`src/rtl/targ_uart_tx_param_pkg.sv`:
```
// Shared types for the parametrised UART transmitter:
// parity modes, FSM encoding and config resolvers.
package targ_uart_tx_param_pkg;

  localparam int DEFAULT_BAUD_ACC_W = 16;

  localparam logic [2:0] PAR_NONE  = 3'd0;
  localparam logic [2:0] PAR_EVEN  = 3'd1;
  localparam logic [2:0] PAR_ODD   = 3'd2;
  localparam logic [2:0] PAR_MARK  = 3'd3;
  localparam logic [2:0] PAR_SPACE = 3'd4;

  typedef enum logic [2:0] {
    ST_IDLE,
    ST_START,
    ST_DATA,
    ST_PARITY,
    ST_STOP1,
    ST_STOP2,
    ST_GAP,
    ST_BREAK
  } tx_state_e;

  // Out-of-range bit counts fall back to 8.
  function automatic logic [3:0] resolve_bits(
    input logic [3:0] b
  );
    return (b >= 4'd5 && b <= 4'd9) ? b : 4'd8;
  endfunction

  function automatic logic [2:0] resolve_par(
    input logic [2:0] p
  );
    return (p <= PAR_SPACE) ? p : PAR_NONE;
  endfunction

endpackage

```
`src/rtl/targ_uart_tx_fifo.sv`:
```
// Synchronous FIFO feeding the UART transmitter.
// Head word is presented combinationally from the read pointer.
module targ_uart_tx_fifo #(
  parameter int DATA_W     = 9,
  parameter int FIFO_DEPTH = 8
) (
  input  logic                          clk,
  input  logic                          reset,
  input  logic                          push_i,
  input  logic                          pop_i,
  input  logic [DATA_W-1:0]             wdata_i,
  output logic [DATA_W-1:0]             rdata_o,
  output logic                          full_o,
  output logic                          empty_o,
  output logic [$clog2(FIFO_DEPTH):0]   count_o
);

  localparam int PTR_W = $clog2(FIFO_DEPTH);
  localparam int CNT_W = PTR_W + 1;

  logic [DATA_W-1:0] mem_q [FIFO_DEPTH];
  logic [PTR_W-1:0]  wptr_q;
  logic [PTR_W-1:0]  rptr_q;
  logic [CNT_W-1:0]  cnt_q;
  logic              do_push;
  logic              do_pop;

  assign full_o  = (cnt_q == CNT_W'(FIFO_DEPTH));
  assign empty_o = (cnt_q == '0);
  assign count_o = cnt_q;
  assign rdata_o = mem_q[rptr_q];

  assign do_push = push_i & ~full_o;
  assign do_pop  = pop_i & ~empty_o;

  always_ff @(posedge clk) begin
    if (do_push) begin
      mem_q[wptr_q] <= wdata_i;
    end
  end

  always_ff @(posedge clk) begin
    if (reset) begin
      wptr_q <= '0;
      rptr_q <= '0;
      cnt_q  <= '0;
    end else begin
      if (do_push) begin
        wptr_q <= wptr_q + PTR_W'(1);
      end
      if (do_pop) begin
        rptr_q <= rptr_q + PTR_W'(1);
      end
      unique case ({do_push, do_pop})
        2'b10:   cnt_q <= cnt_q + CNT_W'(1);
        2'b01:   cnt_q <= cnt_q - CNT_W'(1);
        default: cnt_q <= cnt_q;
      endcase
    end
  end

endmodule

```
`src/rtl/targ_uart_tx_param.sv`:
```
// UART transmitter with input FIFO, runtime frame format,
// phase-accumulator baud, idle gap and break generation.
module targ_uart_tx_param
  import targ_uart_tx_param_pkg::*;
#(
  parameter int DATA_W     = 9,
  parameter int FIFO_DEPTH = 8,
  parameter int BAUD_ACC_W = DEFAULT_BAUD_ACC_W,
  parameter int GAP_W      = 4
) (
  input  logic                        clk,
  input  logic                        reset,
  input  logic [DATA_W-1:0]           tx_data,
  input  logic                        tx_valid,
  output logic                        tx_ready,
  input  logic [3:0]                  cfg_data_bits,
  input  logic [2:0]                  cfg_parity,
  input  logic                        cfg_two_stop,
  input  logic [GAP_W-1:0]            cfg_gap,
  input  logic [BAUD_ACC_W-1:0]       cfg_baud_inc,
  input  logic                        send_break,
  output logic                        TxD,
  output logic                        tx_busy,
  output logic [$clog2(FIFO_DEPTH):0] fifo_count
);

  tx_state_e             state_q;
  logic [BAUD_ACC_W-1:0] acc_q;
  logic [BAUD_ACC_W:0]   acc_sum;
  logic                  tick;
  logic [DATA_W-1:0]     word_q;
  logic [3:0]            idx_q;
  logic [3:0]            nbits_q;
  logic [2:0]            par_q;
  logic                  two_q;
  logic [GAP_W-1:0]      gap_q;
  logic [GAP_W-1:0]      gcnt_q;
  logic                  txd_q;
  logic                  txd_d;
  logic                  par_x;
  logic                  par_bit;
  logic                  fifo_full;
  logic                  fifo_empty;
  logic                  fifo_pop;
  logic [DATA_W-1:0]     fifo_rdata;

  targ_uart_tx_fifo #(
    .DATA_W     (DATA_W),
    .FIFO_DEPTH (FIFO_DEPTH)
  ) u_fifo (
    .clk     (clk),
    .reset   (reset),
    .push_i  (tx_valid),
    .pop_i   (fifo_pop),
    .wdata_i (tx_data),
    .rdata_o (fifo_rdata),
    .full_o  (fifo_full),
    .empty_o (fifo_empty),
    .count_o (fifo_count)
  );

  assign tx_ready = ~fifo_full;
  assign tx_busy  = (state_q != ST_IDLE);
  assign TxD      = txd_q;

  // Break wins over queued data, so no pop while it is requested.
  assign fifo_pop = (state_q == ST_IDLE)
                  & ~send_break & ~fifo_empty;

  // The tick is the carry of the add that is about to be stored.
  assign acc_sum = {1'b0, acc_q} + {1'b0, cfg_baud_inc};
  assign tick    = acc_sum[BAUD_ACC_W];

  always_comb begin
    par_x = 1'b0;
    for (int i = 0; i < DATA_W; i++) begin
      if (4'(i) < nbits_q) begin
        par_x = par_x ^ word_q[i];
      end
    end
  end

  always_comb begin
    par_bit = 1'b0;
    unique case (1'b1)
      par_q == PAR_EVEN: par_bit = par_x;
      par_q == PAR_ODD:  par_bit = ~par_x;
      par_q == PAR_MARK: par_bit = 1'b1;
      default:           par_bit = 1'b0;
    endcase
  end

  always_comb begin
    txd_d = 1'b1;
    unique case (state_q)
      ST_START:  txd_d = 1'b0;
      ST_BREAK:  txd_d = 1'b0;
      ST_DATA:   txd_d = word_q[idx_q];
      ST_PARITY: txd_d = par_bit;
      default:   txd_d = 1'b1;
    endcase
  end

  always_ff @(posedge clk) begin
    if (reset) begin
      state_q <= ST_IDLE;
      acc_q   <= '0;
      word_q  <= '0;
      idx_q   <= '0;
      nbits_q <= 4'd8;
      par_q   <= PAR_NONE;
      two_q   <= 1'b0;
      gap_q   <= '0;
      gcnt_q  <= '0;
      txd_q   <= 1'b1;
    end else begin
      txd_q <= txd_d;
      if (state_q != ST_IDLE) begin
        acc_q <= acc_sum[BAUD_ACC_W-1:0];
      end
      unique case (state_q)
        ST_IDLE: begin
          if (send_break || !fifo_empty) begin
            nbits_q <= resolve_bits(cfg_data_bits);
            par_q   <= resolve_par(cfg_parity);
            two_q   <= cfg_two_stop;
            gap_q   <= cfg_gap;
          end
          if (send_break) begin
            state_q <= ST_BREAK;
          end else if (!fifo_empty) begin
            word_q  <= fifo_rdata;
            acc_q   <= '0;
            state_q <= ST_START;
          end
        end
        ST_START: begin
          if (tick) begin
            idx_q   <= '0;
            state_q <= ST_DATA;
          end
        end
        ST_DATA: begin
          if (tick) begin
            if (idx_q == nbits_q - 4'd1) begin
              state_q <= (par_q != PAR_NONE)
                       ? ST_PARITY : ST_STOP1;
            end else begin
              idx_q <= idx_q + 4'd1;
            end
          end
        end
        ST_PARITY: begin
          if (tick) begin
            state_q <= ST_STOP1;
          end
        end
        ST_STOP1: begin
          if (tick) begin
            gcnt_q <= gap_q;
            if (two_q) begin
              state_q <= ST_STOP2;
            end else if (gap_q != '0) begin
              state_q <= ST_GAP;
            end else begin
              state_q <= ST_IDLE;
            end
          end
        end
        ST_STOP2: begin
          if (tick) begin
            gcnt_q  <= gap_q;
            state_q <= (gap_q != '0) ? ST_GAP : ST_IDLE;
          end
        end
        ST_GAP: begin
          if (tick) begin
            if (gcnt_q == GAP_W'(1)) begin
              state_q <= ST_IDLE;
            end else begin
              gcnt_q <= gcnt_q - GAP_W'(1);
            end
          end
        end
        ST_BREAK: begin
          // Fresh phase so the trailing stop bit is a full bit-time.
          if (!send_break) begin
            acc_q   <= '0;
            state_q <= ST_STOP1;
          end
        end
        default: state_q <= ST_IDLE;
      endcase
    end
  end

endmodule
```
`config.mk`:
```
export PLATFORM = sky130hd
export DESIGN_NAME = targ_uart_tx_param
export DESIGN_NICKNAME = d
export VERILOG_FILES = /design/src/rtl/targ_uart_tx_param_pkg.sv /design/src/rtl/targ_uart_tx_fifo.sv /design/src/rtl/targ_uart_tx_param.sv
export SDC_FILE = /design/constraint.sdc
export NUM_CORES = 1
export LEC_CHECK = 0
export BUFFER_PORTS_ARGS = -buffer_cell sky130_fd_sc_hd__buf_4
export CELL_PAD_IN_SITES_DETAIL_PLACEMENT = 1
export CELL_PAD_IN_SITES_GLOBAL_PLACEMENT = 2
export CORE_MARGIN = 4
export CORE_UTILIZATION = 40
export CTS_CLUSTER_DIAMETER = 120
export DETAILED_ROUTE_END_ITERATION = 7
export HOLD_SLACK_MARGIN = 0.08
export PLACE_DENSITY = 0.84
export SYNTH_ARGS = -nofsm -noshare
export SYNTH_HDL_FRONTEND = slang
export SYNTH_SLANG_ARGS = --single-unit
```
`constraint.sdc`:
```
create_clock -name clk -period 3.8 [get_ports clk]
set_input_delay 0.76 -clock clk [delete_from_list [all_inputs] [get_ports clk]]
set_output_delay 0.76 -clock clk [all_outputs]
set_load 0.1 [all_outputs]
```
Yosys cells after proc, flatten, opt, wreduce, memory -nomap -nowiden
Memory sizes are Yosys's and may differ from the RTL's. A register that Yosys moved wholly into a read port is not among the register bits.
Cells that the tools add are included.
W data, S select, Z words.
{"block": "totals", "regBits": 50, "latchBits": 0, "mem_bits_rw": 72, "romBits": 0, "input_bits": 41, "output_inout_bits": 7, "n_memories": 1}
{"name": "u_fifo.mem_q", "words": 8, "word_bits": 9, "read_ports": 1, "rd_clocked_by_memory_dff": 1, "write_ports": 1, "line": "targ_uart_tx_fifo.sv:21", "text": "logic [DATA_W-1:0] mem_q [FIFO_DEPTH];"}
{"block": "op_classes", "add_sub_neg": 8, "multipliers": 0, "div_mod_pow": 0, "order_cmp": 13, "n_eq_ne": 28, "shifts": 0, "mux": 46, "bitwise": 16, "n_reduce_logical": 18}
{"operator": "$mux W16", "n": 4}
{"operator": "$mux W3", "n": 15}
{"operator": "$pmux W16 S2", "n": 1}
{"operator": "$mux W4", "n": 7}
{"operator": "$pmux W3 S8", "n": 1}
{"operator": "$pmux W4 S2", "n": 3}
{"operator": "$ne A2 B2 Y1 const B", "n": 11}
{"operator": "$add A16 B16 Y17", "n": 1}
{"operator": "$lt A3 B4 Y1 const A", "n": 4}
{"operator": "$eq A3 B2 Y1 const B", "n": 4}
{"operator": "$eq A3 B3 Y1 const B", "n": 4}
{"operator": "$mux W1", "n": 12}
{"operator": "$sub A4 B1 Y4 const B", "n": 3}
{"operator": "$reduce_and A10 Y1", "n": 1}
{"operator": "$add A4 B1 Y4 const B", "n": 2}
{"operator": "$lt A1 B4 Y1 const A", "n": 2}
{"operator": "$lt A2 B4 Y1 const A", "n": 2}
{"operator": "$reduce_and A4 Y1", "n": 2}
{"operator": "$xor A1 B1 Y1", "n": 8}
{"operator": "$add A3 B1 Y3 const B", "n": 2}
{"operator": "$eq A3 B1 Y1 const B", "n": 2}
{"operator": "$pmux W1 S3", "n": 2}
{"operator": "$reduce_bool A2 Y1", "n": 3}
{"operator": "$reduce_bool A3 Y1", "n": 2}
{"operator": "other kinds (24)", "n": 31}

Logic depth before layout (Yosys ltp)
{"block": "depth", "depth_word": 21, "ltp_mapped": 12, "mapped_depth_nobuf": 10}

Cells and area by module
A second synthesis with hierarchy kept.
{"block": "unflattened", "hier_cells": 587, "area_unflattened_um2": 6799.0}
{"module": "targ_uart_tx_fifo", "instances": 1, "cells_per_inst": 178, "area_per_inst_um2": 3479.6, "seq_area_each_um2": 2422.3}
{"module": "targ_uart_tx_param", "instances": 1, "cells_per_inst": 409, "area_per_inst_um2": 3319.4, "seq_area_each_um2": 980.9}

Worst setup path before layout
No wires, ideal clock.
{"block": "synth_timing", "path_type": "reg2reg", "startpoint": "reg u_fifo.cnt_q[0], in the netlist u_fifo.count_o[0]", "endpoint": "mem u_fifo.mem_q[4][0] (enable)", "arrival_time_ns": 3.419, "slack_ns": -0.022, "stages_incl_launch_ff": 5, "n_path_buf": 0, "period_less_slack_ns": 3.822, "path_cell_list": "dfxtp_1 nor3_1 nand2_1 nand2_1 nor4b_1"}
{"block": "synth_between", "elab_chain_cells": 5}
{"element": "start: declaration", "line": "targ_uart_tx_fifo.sv:24", "text": "logic [CNT_W-1:0] cnt_q;"}
{"element": "start signal: assignment", "line": "targ_uart_tx_fifo.sv:55", "text": "2'b10: cnt_q <= cnt_q + CNT_W'(1);"}
{"element": "start signal: assignment", "line": "targ_uart_tx_fifo.sv:56", "text": "2'b01: cnt_q <= cnt_q - CNT_W'(1);"}
{"element": "start signal: assignment", "line": "targ_uart_tx_fifo.sv:57", "text": "default: cnt_q <= cnt_q;"}
{"element": "$eq A4 B4 Y1", "line": "targ_uart_tx_fifo.sv:28", "text": "assign full_o = (cnt_q == CNT_W'(FIFO_DEPTH));"}
{"element": "$not A1 Y1"}
{"element": "via tx_ready", "line": "targ_uart_tx_param.sv:15", "text": "output logic tx_ready,"}
{"element": "$and A1 B1 Y1", "line": "targ_uart_tx_fifo.sv:33", "text": "assign do_push = push_i & ~full_o;"}
{"element": "$mux W1", "line": "targ_uart_tx_fifo.sv:37", "text": "if (do_push) begin"}
{"element": "$mux W1 (implied by the code)", "line": "targ_uart_tx_fifo.sv:38", "text": "mem_q[wptr_q] <= wdata_i;"}
{"element": "end: declaration", "line": "targ_uart_tx_fifo.sv:21"}
The timed path passes the listed nets, and every way through them passes these cells.

Worst setup path after layout
{"block": "layout_timing", "startpoint": "reg state_q[2]", "endpoint": "reg u_fifo.cnt_q[3], in the netlist u_fifo.count_o[3]"}
{"block": "layout_between", "elab_chain_cells": 6, "elab_cells_between_ends": 8, "cone_classes": "2 x eq/ne; 1 x mux; 3 x bitwise; 2 x reduce/logical"}
{"element": "start: declaration", "line": "targ_uart_tx_param.sv:27", "text": "tx_state_e state_q;"}
{"element": "start signal: assignment", "line": "targ_uart_tx_param.sv:146", "text": "state_q <= (par_q != PAR_NONE)"}
{"element": "start signal: assignment", "line": "targ_uart_tx_param.sv:173", "text": "state_q <= (gap_q != '0) ? ST_GAP : ST_IDLE;"}
{"element": "$logic_not A3 Y1 (*)", "line": "targ_uart_tx_param.sv:67", "text": "assign fifo_pop = (state_q == ST_IDLE)"}
{"element": "$and A1 B1 Y1 (*) (2 in a row)", "line": "targ_uart_tx_param.sv:68", "text": "& ~send_break & ~fifo_empty;"}
{"element": "$and A1 B1 Y1 (*)", "line": "targ_uart_tx_fifo.sv:34", "text": "assign do_pop = pop_i & ~empty_o;"}
{"element": "$eq A2 B1 Y1 or $eq A2 B2 Y1 (tied branches)", "line": "targ_uart_tx_fifo.sv:54", "text": "unique case ({do_push, do_pop})"}
{"element": "$pmux W4 S2 or $reduce_bool A2 Y1 (tied branches)"}
Every way passes the cells marked *; elsewhere a longest branch is shown, timed or not.
A chain may end at the register's enable or synchronous reset.

==> flow_summary_export.csv <==
group,metric,value,unit
status,outcome,"completed",
timing,period_needed,2.92,ns
critical_path,crit_path_max_incr_delay,0.50,ns
yosys,synth_top_area_share,33.0,%
placement,io_buffers,47,
layout,final_common_cell,"edfxtp_1",
timing,clock_skew,0.0104,ns
yosys,synth.distinct_cells,63,
clock_network,post_cts_buffers,0,
critical_path,reg2reg_depth,11,
critical_path,r2r_slack,0.88,ns
clock_network,cts_hold_buf,0,
pwr,power.density,724,nW/um2
global_routing,grt_use_total,17.6,%
layout,layout_common_cells,"edfxtp_1 (72), nor2_1 (60), dfxtp_1 (59)",
critical_path,cp_max_fo,16,
layout,fin_nets,697,
global_routing,grt_pass1_wl,25300,um
routing,routed-wl-met3,444,um
routing,postRouteAntennaNets,0,
layout,utilization,48.7,%
routing,first_pass_iters,4,
yosys,synth_edf_count,72,
critical_path,crit_start,"state_q[2]",
clock_network,ctsHtreeMaxLevel,4,
placement,dpl.hpwl,10900,um
layout,syn_to_final_growth,18.6,%
critical_path,cp-start-kind,"register",
clock_network,clock-sinks,131,
timing,maxSlewViolCount,0,
routing,drtIter0Drc,300,
critical_path,worstReg2RegStart,"state_q[2]",
clock_network,clk_latency,0.42,ns
placement,place.gp.congestion,0.790,
yosys,synthTopCellsByArea,"edfxtp_1 (33%), dfxtp_1 (18%), mux4_2 (6.9%), ha_1 (5.3%), a21oi_1 (3.5%)",
routing,remaining_drc_errors,0,
floorplan,die_area,18500,um2
routing,drt_wl_total,15400,um
placement,preCtsSetupSlack,0.880,ns
clock_network,cts_inserted_buffers,17,
yosys,synth_warnings,0,
job,max_cap_violations,0,
floorplan,die_h,136,um
floorplan,coreArea,15900,um2
critical_path,cp-end-kind,"register",
floorplan,die_w,136,um
yosys,ys_seq_area_share,51.0,%
yosys,netlist_area,6550,um2
layout,layout-drive-gt1-share,20.0,%
floorplan,io_pins,48,
yosys,synthCells,575,
clock_network,cts_resized,0,
critical_path,cpLargestDelayFamily,"simple AND/OR/NAND/NOR gates",
global_routing,antenna_found_initial,0,
global_routing,grt_overflow,0,
critical_path,critPathKind,"reg2reg",
clock_network,root_buffer,"clkbuf_16",
yosys,synthArstFlopShare,0,%
timing,rsz0062_at_grt,"false",
yosys,syn_area_per_cell,11.4,um2
timing,slew-limit-headroom,31.4,%
critical_path,crit_arrival,3.27,ns
timing,period_share,76.9,%
critical_path,cp.required,4.14,ns
routing,routedWlPerCell,18.0,um
clock_network,clk_pin_slew_worst_paths,0.06,ns
routing,top_layer_used,"met4",
clock_network,cts_tree,"done",
critical_path,timing.rr.end,"u_fifo.count_o[3]",
global_routing,grt_max_degree,51,
yosys,ys_ff_latch,131,
critical_path,crit_cells,11,
pwr,ir_drop,0.343,mV
clock_network,clk_path_buf_depth,2,
routing,avgViaCountPerCell,5.46,
routing,vias,4667,
timing,tightest_slew,1.03,ns
routing,met2_wirelength,7860,um
timing,setup_viol,0,
worst_hold_path,hp-class,"reg2reg",
timing,max_freq,0.342,GHz
yosys,synth_ff_type,"edfxtp_1",
critical_path,critPathSlowestCell,"dfxtp_1",
timing,hold_viol_final,0,
floorplan,num_rows,46,
floorplan,start_util,41.1,%
pwr,leakage,2.82,nW
timing,fin_ws,0.877,ns
layout,fill_cells,1719,
critical_path,crit_chain,"nor3_4 -> buf_4 -> inv_2 -> nor3_2 -> ha_1 -> ha_1 -> a21o_1 -> a21oi_1 -> xnor2_1 -> or3_1 -> a21oi_1",
critical_path,crit_end,"u_fifo.count_o[3]",
yosys,synth_nets,646,
critical_path,critPathBufInv,2,
global_routing,grt_pass1_vias,4957,
yosys,yosys.area.top_type,"edfxtp_1",
timing,tns,0,ns
routing,wl_met1,6810,um
layout,num_antenna_cells,0,
[Yosys cell counts, types with 4 or more instances]
library cell and count:
o21a_1 5, dfxtp_1 59, clkbuf_1 13, edfxtp_1 72
nand3b_1 4, mux4_2 20, a211oi_1 16, nand2_1 46
o31ai_1 5, nand3_1 11, o21ai_1 12, a22oi_1 9
ha_1 28, a21oi_1 46, xor2_1 14, or3_1 4
o21ai_0 15, xnor2_1 15, nor2_1 60, mux2i_1 14
o211ai_1 6, inv_1 15, a21o_1 6, nor3_1 10
buf_2 6, nor3b_1 6
[metal layers]
metal	GRT usage (%)	vias up
met2	30.5	68
met3	3.66	23
met4	5.82	0
li1	-	2273
met5	0	-
met1	21.8	2303
[cell families (layout without fill, tap and decap cells)]
family / Yosys count / after routing / synth area share, %
muxes: 34 / 34 / 9.02
adders and majority gates: 30 / 30 / 5.96
DFF: 131 / 131 / 51.0
and+or+nand+nor: 162 / 162 / 11.8
xor gates and xnor gates: 30 / 30 / 4.22
AOI/OAI and AO/OA: 147 / 147 / 15.5
buffers and inverters: 41 / 105 / 2.48
[worst min-delay path, stage by stage (launching register included)]
cell     delay (ns)
dfxtp_1        0.32
nand2_1        0.06
a21oi_1        0.05
[through the flow]
| stage | std cells | hold WS (ns) | area [um2] | power (W) |
|---|---|---|---|---|
| 6_report | 855 | 0.480 | 7770 | 0.00563 |
| 5_1_grt | 855 | 0.498 | 7770 | 0.00601 |
| 4_1_cts | 855 | 0.478 | 7770 | 0.00570 |
| 3_5_place_dp | 823 | 0.470 | 7170 | 0.00405 |
| 3_3_place_gp | 823 | 0.455 | 7170 | 0.00397 |
| 2_1_floorplan | 575 | 0.436 | 6560 | 0.00351 |
[worst min path at each step]
stage	to	depth (start not counted)	slack (ns)	startpoint
6_report	acc_q[0]	2	0.48	acc_q[0]
5_1_grt	acc_q[0]	2	0.50	acc_q[0]
4_1_cts	gap_q[3]	2	0.48	gap_q[3]
3_5_place_dp	gap_q[3]	2	0.47	gap_q[3]
3_3_place_gp	gap_q[3]	2	0.46	gap_q[3]
2_1_floorplan	acc_q[0]	2	0.44	acc_q[0]
[state kept, by name, summed over array words and instances (netlist names)]
| register | count |
|---|---|
| state_q | 3 |
| u_fifo.mem_q | 72 |
| two_q | 1 |
| u_fifo.rptr_q | 3 |
| nbits_q | 4 |
| gcnt_q | 4 |
| u_fifo.wptr_q | 3 |
| idx_q | 4 |
| gap_q | 4 |
| acc_q | 16 |
| TxD | 1 |
| par_q | 3 |
| u_fifo.count_o | 4 |
| word_q | 9 |
[final cells by class]
| cell class | instances | area (um2) | share of cell area, % |
|---|---|---|---|
| sequential | 131 | 3340 | 43.0 |
| multi-input combinational | 403 | 3070 | 39.5 |
| clock buffer | 17 | 425 | 5.47 |
| timing repair buffer | 55 | 413 | 5.31 |
| tap | 216 | 270 | 3.48 |
| clock inverter | 15 | 180 | 2.32 |
| inverter | 18 | 67.6 | 0.869 |
[power breakdown]
part | switching, W | internal (W) | leakage, nW
logic | 0.00123 | 0.000843 | 1.39
registers | 0.000242 | 0.00169 | 1.14
clock network | 0.000727 | 0.000889 | 0.292
Power figures use the tool's default switching activity.
